File: src/rtl/irq_pkg.sv
// irq_pkg: shared constants for the interrupt controller.
//   Register word offsets inside the 16-byte window, default window base,
//   and the data-bus width.
package irq_pkg;

    localparam int unsigned DATA_W = 32;

    localparam logic [31:0] DEFAULT_BASE_ADDR = 32'hFFFF_FF00;

    localparam logic [3:0] OFF_PENDING = 4'h0;
    localparam logic [3:0] OFF_MASK    = 4'h4;
    localparam logic [3:0] OFF_ACTIVE  = 4'h8;
    localparam logic [3:0] OFF_OVERRUN = 4'hC;

endpackage : irq_pkg

File: src/rtl/irq_sync_edge.sv
// irq_sync_edge: multi-flop synchroniser plus one history flop per bit.
//   clk, rst_n : clock, asynchronous active-low reset
//   async_i    : raw asynchronous inputs
//   rise_c     : one-cycle rising-edge pulse per bit (combinational from flops)
module irq_sync_edge #(
    parameter int unsigned WIDTH       = 8,
    parameter int unsigned SYNC_STAGES = 2
) (
    input  logic             clk,
    input  logic             rst_n,
    input  logic [WIDTH-1:0] async_i,
    output logic [WIDTH-1:0] rise_c
);

    logic [WIDTH-1:0] sync_q [SYNC_STAGES];
    logic [WIDTH-1:0] sync_d [SYNC_STAGES];
    logic [WIDTH-1:0] hist_q;
    logic [WIDTH-1:0] hist_d;

    // Shift chain: stage 0 samples the raw input, history trails the last stage.
    always_comb begin
        sync_d[0] = async_i;
        for (int unsigned i = 1; i < SYNC_STAGES; i++) begin
            sync_d[i] = sync_q[i-1];
        end
        hist_d = sync_q[SYNC_STAGES-1];
    end

    always_ff @(posedge clk or negedge rst_n) begin
        if (!rst_n) begin
            for (int unsigned i = 0; i < SYNC_STAGES; i++) begin
                sync_q[i] <= '0;
            end
            hist_q <= '0;
        end else begin
            for (int unsigned i = 0; i < SYNC_STAGES; i++) begin
                sync_q[i] <= sync_d[i];
            end
            hist_q <= hist_d;
        end
    end

    assign rise_c = sync_q[SYNC_STAGES-1] & ~hist_q;

endmodule : irq_sync_edge

File: src/rtl/irq_ctrl.sv
// irq_ctrl: interrupt controller in front of the core's interrupt inputs.
//   clk, reset : clock, asynchronous active-low reset
//   irq_in     : raw asynchronous interrupt pulses
//   memwrite, dataadr, writedata : snooped core store bus
//   readdata   : combinational register read data (0 outside the window)
//   hit        : dataadr inside the 16-byte register window
//   irq_out    : registered PENDING & MASK
module irq_ctrl
    import irq_pkg::*;
#(
    parameter int unsigned NUM_IRQ     = 8,
    parameter logic [31:0] BASE_ADDR   = DEFAULT_BASE_ADDR,
    parameter int unsigned SYNC_STAGES = 2
) (
    input  logic               clk,
    input  logic               reset,
    input  logic [NUM_IRQ-1:0] irq_in,
    input  logic               memwrite,
    input  logic [DATA_W-1:0]  dataadr,
    input  logic [DATA_W-1:0]  writedata,
    output logic [DATA_W-1:0]  readdata,
    output logic               hit,
    output logic [NUM_IRQ-1:0] irq_out
);

    logic [NUM_IRQ-1:0] rise_c;
    logic [NUM_IRQ-1:0] pending_q, pending_d;
    logic [NUM_IRQ-1:0] mask_q, mask_d;
    logic [NUM_IRQ-1:0] overrun_q, overrun_d;
    logic [NUM_IRQ-1:0] irq_out_q, irq_out_d;
    logic [NUM_IRQ-1:0] pend_clr_c, ovr_clr_c, wdata_c, active_c;
    logic [3:0]         off_c;
    logic               unused_c;

    irq_sync_edge #(
        .WIDTH      (NUM_IRQ),
        .SYNC_STAGES(SYNC_STAGES)
    ) u_sync (
        .clk    (clk),
        .rst_n  (reset),
        .async_i(irq_in),
        .rise_c (rise_c)
    );

    // Byte lanes inside a word are ignored; only the word offset selects.
    assign hit      = (dataadr[31:4] == BASE_ADDR[31:4]);
    assign off_c    = {dataadr[3:2], 2'b00};
    assign wdata_c  = writedata[NUM_IRQ-1:0];
    assign active_c = pending_q & mask_q;
    assign unused_c = ^{dataadr[1:0], writedata};

    // Register updates: a fresh edge always wins over a same-cycle W1C.
    always_comb begin
        pend_clr_c = '0;
        ovr_clr_c  = '0;
        mask_d     = mask_q;
        if (memwrite && hit) begin
            case (off_c)
                OFF_PENDING: pend_clr_c = wdata_c;
                OFF_MASK:    mask_d     = wdata_c;
                OFF_OVERRUN: ovr_clr_c  = wdata_c;
                default:     ;
            endcase
        end
        pending_d = (pending_q & ~pend_clr_c) | rise_c;
        // An edge that collides with a clear of its own pending bit is a
        // re-arm, not a lost interrupt, so it does not count as overrun.
        overrun_d = (overrun_q & ~ovr_clr_c) | (rise_c & pending_q & ~pend_clr_c);
        irq_out_d = pending_q & mask_q;
    end

    always_ff @(posedge clk or negedge reset) begin
        if (!reset) begin
            pending_q <= '0;
            mask_q    <= '1;
            overrun_q <= '0;
            irq_out_q <= '0;
        end else begin
            pending_q <= pending_d;
            mask_q    <= mask_d;
            overrun_q <= overrun_d;
            irq_out_q <= irq_out_d;
        end
    end

    assign irq_out = irq_out_q;

    // Read mux, zero-extended to the bus width.
    always_comb begin
        readdata = '0;
        if (hit) begin
            case (off_c)
                OFF_PENDING: readdata = DATA_W'(pending_q);
                OFF_MASK:    readdata = DATA_W'(mask_q);
                OFF_ACTIVE:  readdata = DATA_W'(active_c);
                OFF_OVERRUN: readdata = DATA_W'(overrun_q);
                default:     readdata = '0;
            endcase
        end
    end

endmodule : irq_ctrl

File: config.mk
export PLATFORM = sky130hd
export DESIGN_NAME = irq_ctrl
export DESIGN_NICKNAME = d
export VERILOG_FILES = /design/src/rtl/irq_pkg.sv /design/src/rtl/irq_sync_edge.sv /design/src/rtl/irq_ctrl.sv
export SDC_FILE = /design/constraint.sdc
export NUM_CORES = 1
export LEC_CHECK = 0
export CAP_MARGIN = 20
export CORE_MARGIN = 3
export CORE_UTILIZATION = 41
export DETAILED_ROUTE_END_ITERATION = 8
export GPL_TIMING_DRIVEN = 0
export PLACE_DENSITY = 0.78
export SYNTH_ARGS = -nofsm -noshare
export SYNTH_HDL_FRONTEND = slang
export SYNTH_SLANG_ARGS = --single-unit
File: constraint.sdc
create_clock -name clk -period 3.3 [get_ports clk]
set_input_delay 0.66 -clock clk [delete_from_list [all_inputs] [get_ports clk]]
set_output_delay 0.66 -clock clk [all_outputs]
set_load 0.005 [all_outputs]
==> results.rst, run 1 <==
.. list-table::
   :header-rows: 1

   * - Metric
     - Value
   * - Result of the run
     - complete, no violations
   * - Worst EP arrival
     - 2.54 ns
   * - Most common flop cell mapped by yosys
     - sky130_fd_sc_hd__dfrtp_1
   * - Startpoint class of the critical path
     - input port
   * - TritonCTS buffer count
     - 5
   * - Post-DRT Antenna Nets
     - 0
   * - Mean instance size in the synthesized netlist
     - 11.6 sq um
   * - Aggregate routed wire length
     - 5380 microns
   * - Maximum fanout encountered on the critical timing path
     - 4
   * - Number of port buffers
     - 64
   * - Startpoint of the worst register-to-register path
     - pending_q[3]$_DFF_PN0_
   * - Post-synth top area cell
     - sky130_fd_sc_hd__dfrtp_1
   * - Number of synthesis warnings
     - 0
   * - Non-filler cells, final
     - 385
   * - Share of final-layout standard cells stronger than drive strength 1
     - 0.262
   * - Final Hold Violating Endpoints
     - 0
   * - TritonCTS clock tree
     - built
   * - H-Tree Level Count
     - 2
   * - Crit path required time
     - 2.64 ns
   * - Fraction of synthesized cell area taken by the top area cell type
     - 0.482
   * - Seq cells post-synth
     - 56
   * - Post-Place Cell Area
     - 3320 sq um
   * - Most instantiated library cell after synthesis
     - sky130_fd_sc_hd__dfrtp_1
   * - Number of cells in the design after placement
     - 374
   * - Clk Latency, worst-skew pair
     - 0.31 ns
   * - Total global routing overflow
     - 0
   * - Global placement routability congestion
     - 0.848
   * - Clock Sink Count
     - 56
   * - Endpoint of the worst-slack reg-to-reg timing path
     - overrun_q[3]$_DFF_PN0_
   * - Total power consumption of the routed design
     - 1.22 mW
   * - Die Footprint
     - 7040 sq um
   * - Maximum buffer depth of the clock tree
     - 2
   * - Number of cells on the worst reg-to-reg path
     - 2
   * - Max cap viols
     - 0
   * - Worst-case setup slack after placement
     - -0.904 ns
   * - Overall track demand over capacity in global routing
     - 0.164
   * - Achievable clock frequency
     - 0.313 GHz
   * - Power per standard cell area
     - 357 nW/um^2
   * - Number of global-route vias before repair
     - 1946
   * - Capturing element type of the critical path
     - primary output
   * - Starting density of the core
     - 0.439
   * - Count of vias placed by the detailed router
     - 1861
   * - Post-synth EDFFs
     - 0
   * - Most frequent cells after synthesis
     - sky130_fd_sc_hd__dfrtp_1 (48), sky130_fd_sc_hd__buf_4 (24), sky130_fd_sc_hd__nand3_1 (16), sky130_fd_sc_hd__o41ai_1 (16)
   * - Post-detailed-route wirelength per cell
     - 14.0 microns
   * - Top cells by area, synth
     - sky130_fd_sc_hd__dfrtp_1 (48%), sky130_fd_sc_hd__dfstp_2 (8.4%), sky130_fd_sc_hd__buf_4 (7.2%), sky130_fd_sc_hd__o41ai_1 (5.6%), sky130_fd_sc_hd__mux2_4 (4.8%)
   * - IR Drop Worst-Case VDD
     - 185 uV
   * - Clock input transition at the sequential cells of the worst setup and hold paths
     - 0.10 ns
   * - Final Worst Setup Slack
     - 0.103 ns
   * - Gate count after technology mapping
     - 214
   * - Std cell rows
     - 27
   * - Slew at the pin closest to its max-slew limit
     - 0.546 ns
   * - Core area
     - 5680 sq um
   * - Worst Path Class, Setup
     - in2out
   * - Hold Worst Slack
     - 0.270 ns
   * - Master cell of the clock root buffer
     - sky130_fd_sc_hd__clkbuf_8
   * - Unrepaired setup endpoints after global routing
     - false
   * - Number of max-slew violations in the final report
     - 0
   * - Cts hold-fix bufs
     - 0
   * - Initial antenna violation count
     - 0
   * - Minimum setup slack among reg-to-reg paths
     - 2.49 ns
   * - Crit share post-route
     - 0.969
   * - First-pass GRT wire length
     - 9240 microns
   * - Post-Route Skew
     - 0.00510 ns
   * - Largest net degree at the start of global routing
     - 39
   * - Final setup violation count
     - 0
   * - # DRC
     - 0
   * - Final standard cell area without fillers
     - 3430 sq um
   * - Total Nets Final
     - 387
   * - # IOs
     - 116
   * - Part of the Yosys area used for sequential elements
     - 0.567
   * - Die span in x
     - 83.9 microns
   * - Netlist area before placement
     - 2490 sq um
   * - Area Growth Syn to Fin
     - 37.6%
   * - Post-synthesis cell type count
     - 29
   * - Die extent in y
     - 83.9 microns
   * - Proportion of register bits with asynchronous set or reset after synthesis
     - 1.00
   * - Hold crit path type
     - in2async
   * - Drt via density
     - 4.83
   * - DR iter-0 viols
     - 124
   * - First-pass detailed-route iteration total
     - 4
   * - Antenna diode count
     - 0
   * - Detail Placement HPWL
     - 4130 microns
   * - Clock period minus worst slack
     - 3.20 ns
   * - Headroom to the max-slew limit
     - 0.635
   * - Standby leakage power
     - 1.46 nW
-- cell usage in the layout, fill, tap and decap left out, types with 3 or more instances in the layout --
| master | Yosys | final |
|---|---|---|
| sky130_fd_sc_hd__mux2_4 | 8 | 8 |
| sky130_fd_sc_hd__dfstp_2 | 8 | 8 |
| sky130_fd_sc_hd__clkdlybuf4s50_1 | 0 | 46 |
| sky130_fd_sc_hd__nand2_1 | 12 | 12 |
| sky130_fd_sc_hd__buf_4 | 24 | 28 |
| sky130_fd_sc_hd__o21ai_0 | 8 | 8 |
| sky130_fd_sc_hd__clkbuf_8 | 0 | 5 |
| sky130_fd_sc_hd__buf_2 | 1 | 9 |
| sky130_fd_sc_hd__and2_1 | 9 | 9 |
| sky130_fd_sc_hd__conb_1 | 1 | 24 |
| sky130_fd_sc_hd__clkbuf_1 | 9 | 8 |
| sky130_fd_sc_hd__nand3b_1 | 9 | 9 |
| sky130_fd_sc_hd__nand3_1 | 16 | 16 |
| sky130_fd_sc_hd__clkbuf_2 | 0 | 3 |
| sky130_fd_sc_hd__a21oi_2 | 0 | 4 |
| sky130_fd_sc_hd__nand2b_1 | 12 | 12 |
| sky130_fd_sc_hd__o41ai_1 | 16 | 16 |
| sky130_fd_sc_hd__o221ai_1 | 4 | 4 |
| sky130_fd_sc_hd__mux2_2 | 4 | 4 |
| sky130_fd_sc_hd__nand4_1 | 5 | 5 |
| sky130_fd_sc_hd__dlygate4sd2_1 | 0 | 5 |
| sky130_fd_sc_hd__dfrtp_1 | 48 | 48 |
-- power breakdown --
group | switching (mW) | internal [mW]
sequential | 0.00423 | 0.701
clock | 0.224 | 0.151
combinational | 0.0602 | 0.0808
-- what timing repair did --
item                       4_1_cts  5_1_grt
cloned                           1        0
setup endpoints to repair        9        7
hold endpoints to repair         0        0
setup buffers                    6        0
gates resized for setup         58        5
pin swaps                        6        4
-- metrics by stage --
stage | setup TNS [ns] | utilization
3_3_place_gp | -8.39 | 0.583
2_1_floorplan | 0 | -
5_1_grt | 0 | 0.604
3_5_place_dp | -7.60 | 0.585
6_report | 0 | 0.604
4_1_cts | 0 | 0.610
-- sequential cells by signal (all words and copies together) (netlist names) --
register / flops
u_sync.hist_q: 8
u_sync.sync_d: 8
pending_q: 8
mask_q: 8
irq_out: 8
u_sync.hist_d: 8
overrun_q: 8
-- kinds of logic (layout without fill, tap and decap cells) --
logic type	count (synthesis)	count (layout)	synth area share
simple gates	74	75	0.170
compound gates	32	32	0.0945
buf+inv	38	113	0.0970
mux	12	12	0.0663
other cells	1	24	0.00151
xor+xnor	1	1	0.00352
flops	56	56	0.567
-- critical path, stage by stage --
cell                       delay [ns]
sky130_fd_sc_hd__clkbuf_2        0.08
sky130_fd_sc_hd__or4b_1          0.50
sky130_fd_sc_hd__or4_4           0.55
sky130_fd_sc_hd__or3_4           0.38
sky130_fd_sc_hd__buf_4           0.16
sky130_fd_sc_hd__nor2_4          0.09
sky130_fd_sc_hd__buf_2           0.12
-- per-layer routing --
| metal | vias up | GRT usage | routed length (microns) |
|---|---|---|---|
| li1 | 910 | - | - |
| met2 | 69 | 0.302 | 2790 |
| met5 | - | 0 | 0 |
| met3 | 10 | 0.0444 | 355 |
| met1 | 872 | 0.182 | 2160 |
| met4 | 0 | 0.0541 | 77 |
-- area by class of cell --
type                       count  area [sq um]
tap                           72          90.1
fill                         456          2250
inverter                       1          3.75
clock inverter                 2          16.3
buffer                        34           225
sequential                    56          1410
multi-input combinational    144           971
clock buffer                   6          72.6
timing repair buffer          70           636
-- worst max-delay path by stage --
stage	start	endpoint	cells after the start
floorplan	dataadr[5]	readdata[4]	6
global placement	dataadr[5]	readdata[7]	8
detailed placement	dataadr[5]	readdata[7]	8
CTS	dataadr[7]	readdata[7]	8
global route	dataadr[3]	readdata[2]	7
finish	dataadr[5]	readdata[0]	7
Power figures use the tool's default switching activity.
==> run 2: changes to the inputs <==
--- a/config.mk
+++ b/config.mk
@@ -10,6 +10,7 @@
 export CORE_UTILIZATION = 41
 export DETAILED_ROUTE_END_ITERATION = 8
 export GPL_TIMING_DRIVEN = 0
+export MAX_ROUTING_LAYER = met4
 export PLACE_DENSITY = 0.78
 export SYNTH_ARGS = -nofsm -noshare
 export SYNTH_HDL_FRONTEND = slang
==> run 2 against run 1 <==
Against the previous run: maximum frequency barely moved; worst hold slack improved by 0.0028 ns; count of clock-buffer cells in the layout did not move; clock skew hardly changed; die area did not move; critical path type unchanged; clock power hardly changed; worst setup slack got worse by 0.0027 ns.
==> results.rst, run 2 (synthesis results as in run 1) <==
.. list-table::
   :header-rows: 1

   * - Metric
     - Value
   * - Global placement routability congestion
     - 0.861
   * - Largest net degree at the start of global routing
     - 39
   * - Maximum fanout encountered on the critical timing path
     - 4
   * - Area Growth Syn to Fin
     - 37.6%
   * - Count of vias placed by the detailed router
     - 1863
   * - Detail Placement HPWL
     - 4130 microns
   * - Number of max-slew violations in the final report
     - 0
   * - Clk Latency, worst-skew pair
     - 0.31 ns
   * - Die extent in y
     - 83.9 microns
   * - Slew at the pin closest to its max-slew limit
     - 0.546 ns
   * - Switching share of power
     - 0.237
   * - TritonCTS buffer count
     - 5
   * - DR iter-0 viols
     - 130
   * - Area of combinational cells with multiple inputs
     - 971 sq um
   * - Hold crit path type
     - in2async
   * - Std cell rows
     - 27
   * - H-Tree Level Count
     - 2
   * - Die span in x
     - 83.9 microns
   * - Crit share post-route
     - 0.970
   * - Drt via density
     - 4.84
   * - Power per standard cell area
     - 357 nW/um^2
   * - Total Nets Final
     - 387
   * - Final standard cell area without fillers
     - 3430 sq um
   * - Power share of the sequential group
     - 0.577
   * - Power share of the clock group
     - 0.308
   * - Capturing element type of the critical path
     - primary output
   * - Worst Path Class, Setup
     - in2out
   * - Initial antenna violation count
     - 0
   * - Count of filler cells inserted in the layout
     - 456
   * - Most frequent cells in the layout
     - sky130_fd_sc_hd__dfrtp_1 (48), sky130_fd_sc_hd__clkdlybuf4s50_1 (46), sky130_fd_sc_hd__buf_4 (28), sky130_fd_sc_hd__conb_1 (24)
   * - Aggregate routed wire length
     - 5410 microns
   * - Core area
     - 5680 sq um
   * - Post-DRT Antenna Nets
     - 0
   * - Clock input transition at the sequential cells of the worst setup and hold paths
     - 0.10 ns
   * - Post-Place Cell Area
     - 3320 sq um
   * - Clock Sink Count
     - 56
   * - Master cell of the clock root buffer
     - sky130_fd_sc_hd__clkbuf_8
   * - Achievable clock frequency
     - 0.313 GHz
   * - Critical path buffers and inverters
     - 3
   * - Unrepaired setup endpoints after global routing
     - false
   * - Cell-internal power
     - 933 uW
   * - Post-detailed-route wirelength per cell
     - 14.0 microns
   * - Number of port buffers
     - 64
   * - Die Footprint
     - 7040 sq um
   * - First-pass detailed-route iteration total
     - 4
   * - Commonest non-fill, non-tap cell in the layout
     - sky130_fd_sc_hd__dfrtp_1
   * - Combinational cell fraction of total power
     - 0.116
   * - Max cap viols
     - 0
   * - Overall track demand over capacity in global routing
     - 0.169
   * - Share of final-layout standard cells stronger than drive strength 1
     - 0.262
   * - Total global routing overflow
     - 0
   * - Starting density of the core
     - 0.439
   * - TritonCTS clock tree
     - built
   * - Worst path top cell family by delay
     - simple AND/OR/NAND/NOR gates
   * - Cell Chain, Critical Path
     - clkbuf_2 > or4b_1 > or4_4 > or3_4 > buf_4 > nor2_4 > buf_2
   * - Worst EP arrival
     - 2.54 ns
   * - Result of the run
     - complete, no violations
   * - Clock period minus worst slack
     - 3.20 ns
   * - Crit path required time
     - 2.64 ns
   * - Switching power of the nets
     - 289 uW
   * - Largest incremental delay on the critical path
     - 0.56 ns
   * - Number of global-route vias before repair
     - 1939
   * - Headroom to the max-slew limit
     - 0.634
   * - Non-filler cells, final
     - 385
   * - Final Hold Violating Endpoints
     - 0
   * - Post-Route Skew
     - 0.00479 ns
   * - First-pass GRT wire length
     - 9270 microns
   * - CP max-delay cell
     - sky130_fd_sc_hd__or4_4
   * - Final setup violation count
     - 0
   * - Antenna diode count
     - 0
   * - IR Drop Worst-Case VDD
     - 186 uV
   * - # DRC
     - 0
   * - Maximum buffer depth of the clock tree
     - 2
   * - Cts hold-fix bufs
     - 0
   * - # IOs
     - 116
   * - Standby leakage power
     - 1.46 nW
   * - Startpoint class of the critical path
     - input port
   * - Number of cells in the design after placement
     - 374
   * - Sequential Area
     - 1410 sq um
## run 2: cell counts in the layout (fill, tap and decap cells not counted)
No cell type changed its count.
## run 2: power by group through the flow
| stage | Combinational (mW) | Clock (mW) | Sequential [mW] |
|---|---|---|---|
| after floorplan | 0.0596 | 0 | 0.717 |
| after global placement | 0.136 | 0 | 0.718 |
| after detailed placement | 0.142 | 0 | 0.718 |
| after CTS | 0.141 | 0.385 | 0.705 |
| after global routing | 0.156 | 0.417 | 0.708 |
| final | 0.141 | 0.376 | 0.705 |
## run 2: path summary, 6_finish.rpt
path,start,endpoint,slack [ns],cells after the start
max in group asynchronous,reset,mask_q[7]$_DFFE_PN1P_,2.44,2
min reg2reg,u_sync.sync_d[4]$_DFF_PN0_,u_sync.hist_d[4]$_DFF_PN0_,0.36,0
max,dataadr[5],readdata[0],0.10,7
min in group clk,u_sync.sync_d[4]$_DFF_PN0_,u_sync.hist_d[4]$_DFF_PN0_,0.36,0
min,reset,irq_out[4]$_DFF_PN0_,0.27,1
max reg2reg,pending_q[3]$_DFF_PN0_,overrun_q[3]$_DFF_PN0_,2.50,2
## run 2: area by class of cell
type	instances	area share
Buffer	34	0.0657
Clock buffer	6	0.0212
Clock inverter	2	0.00475
Inverter	1	0.00110
Multi-Input combinational cell	144	0.283
Sequential cell	56	0.412
Tap cell	72	0.0263
Timing Repair Buffer	70	0.186
## run 2: timing repair
action,in CTS,in global routing
resized for setup,58,5
buffers inserted,6,0
pin swaps,6,4
gates cloned,1,0
endpoints found under the setup margin,9,7
## run 2: layer usage
layer  part of all wire  GRT usage  vias to the layer above
met1               0.40      0.186                      875
met3              0.069     0.0434                        6
met4              0.011     0.0541                        0
met5                  0          -                        -
met2               0.52      0.299                       72
li1                   -          -                      910
## run 2: through the flow
stage	utilization	hold slack, ns	TNS [ns]	setup WS (ns)	total power, mW
after floorplan	-	0.331	0	0.180	0.777
after global placement	0.583	0.332	-8.39	-0.897	0.854
after detailed placement	0.585	0.335	-7.60	-0.904	0.860
after CTS	0.610	0.281	0	0.00555	1.23
after global routing	0.604	0.286	0	0.00365	1.28
final	0.604	0.273	0	0.101	1.22
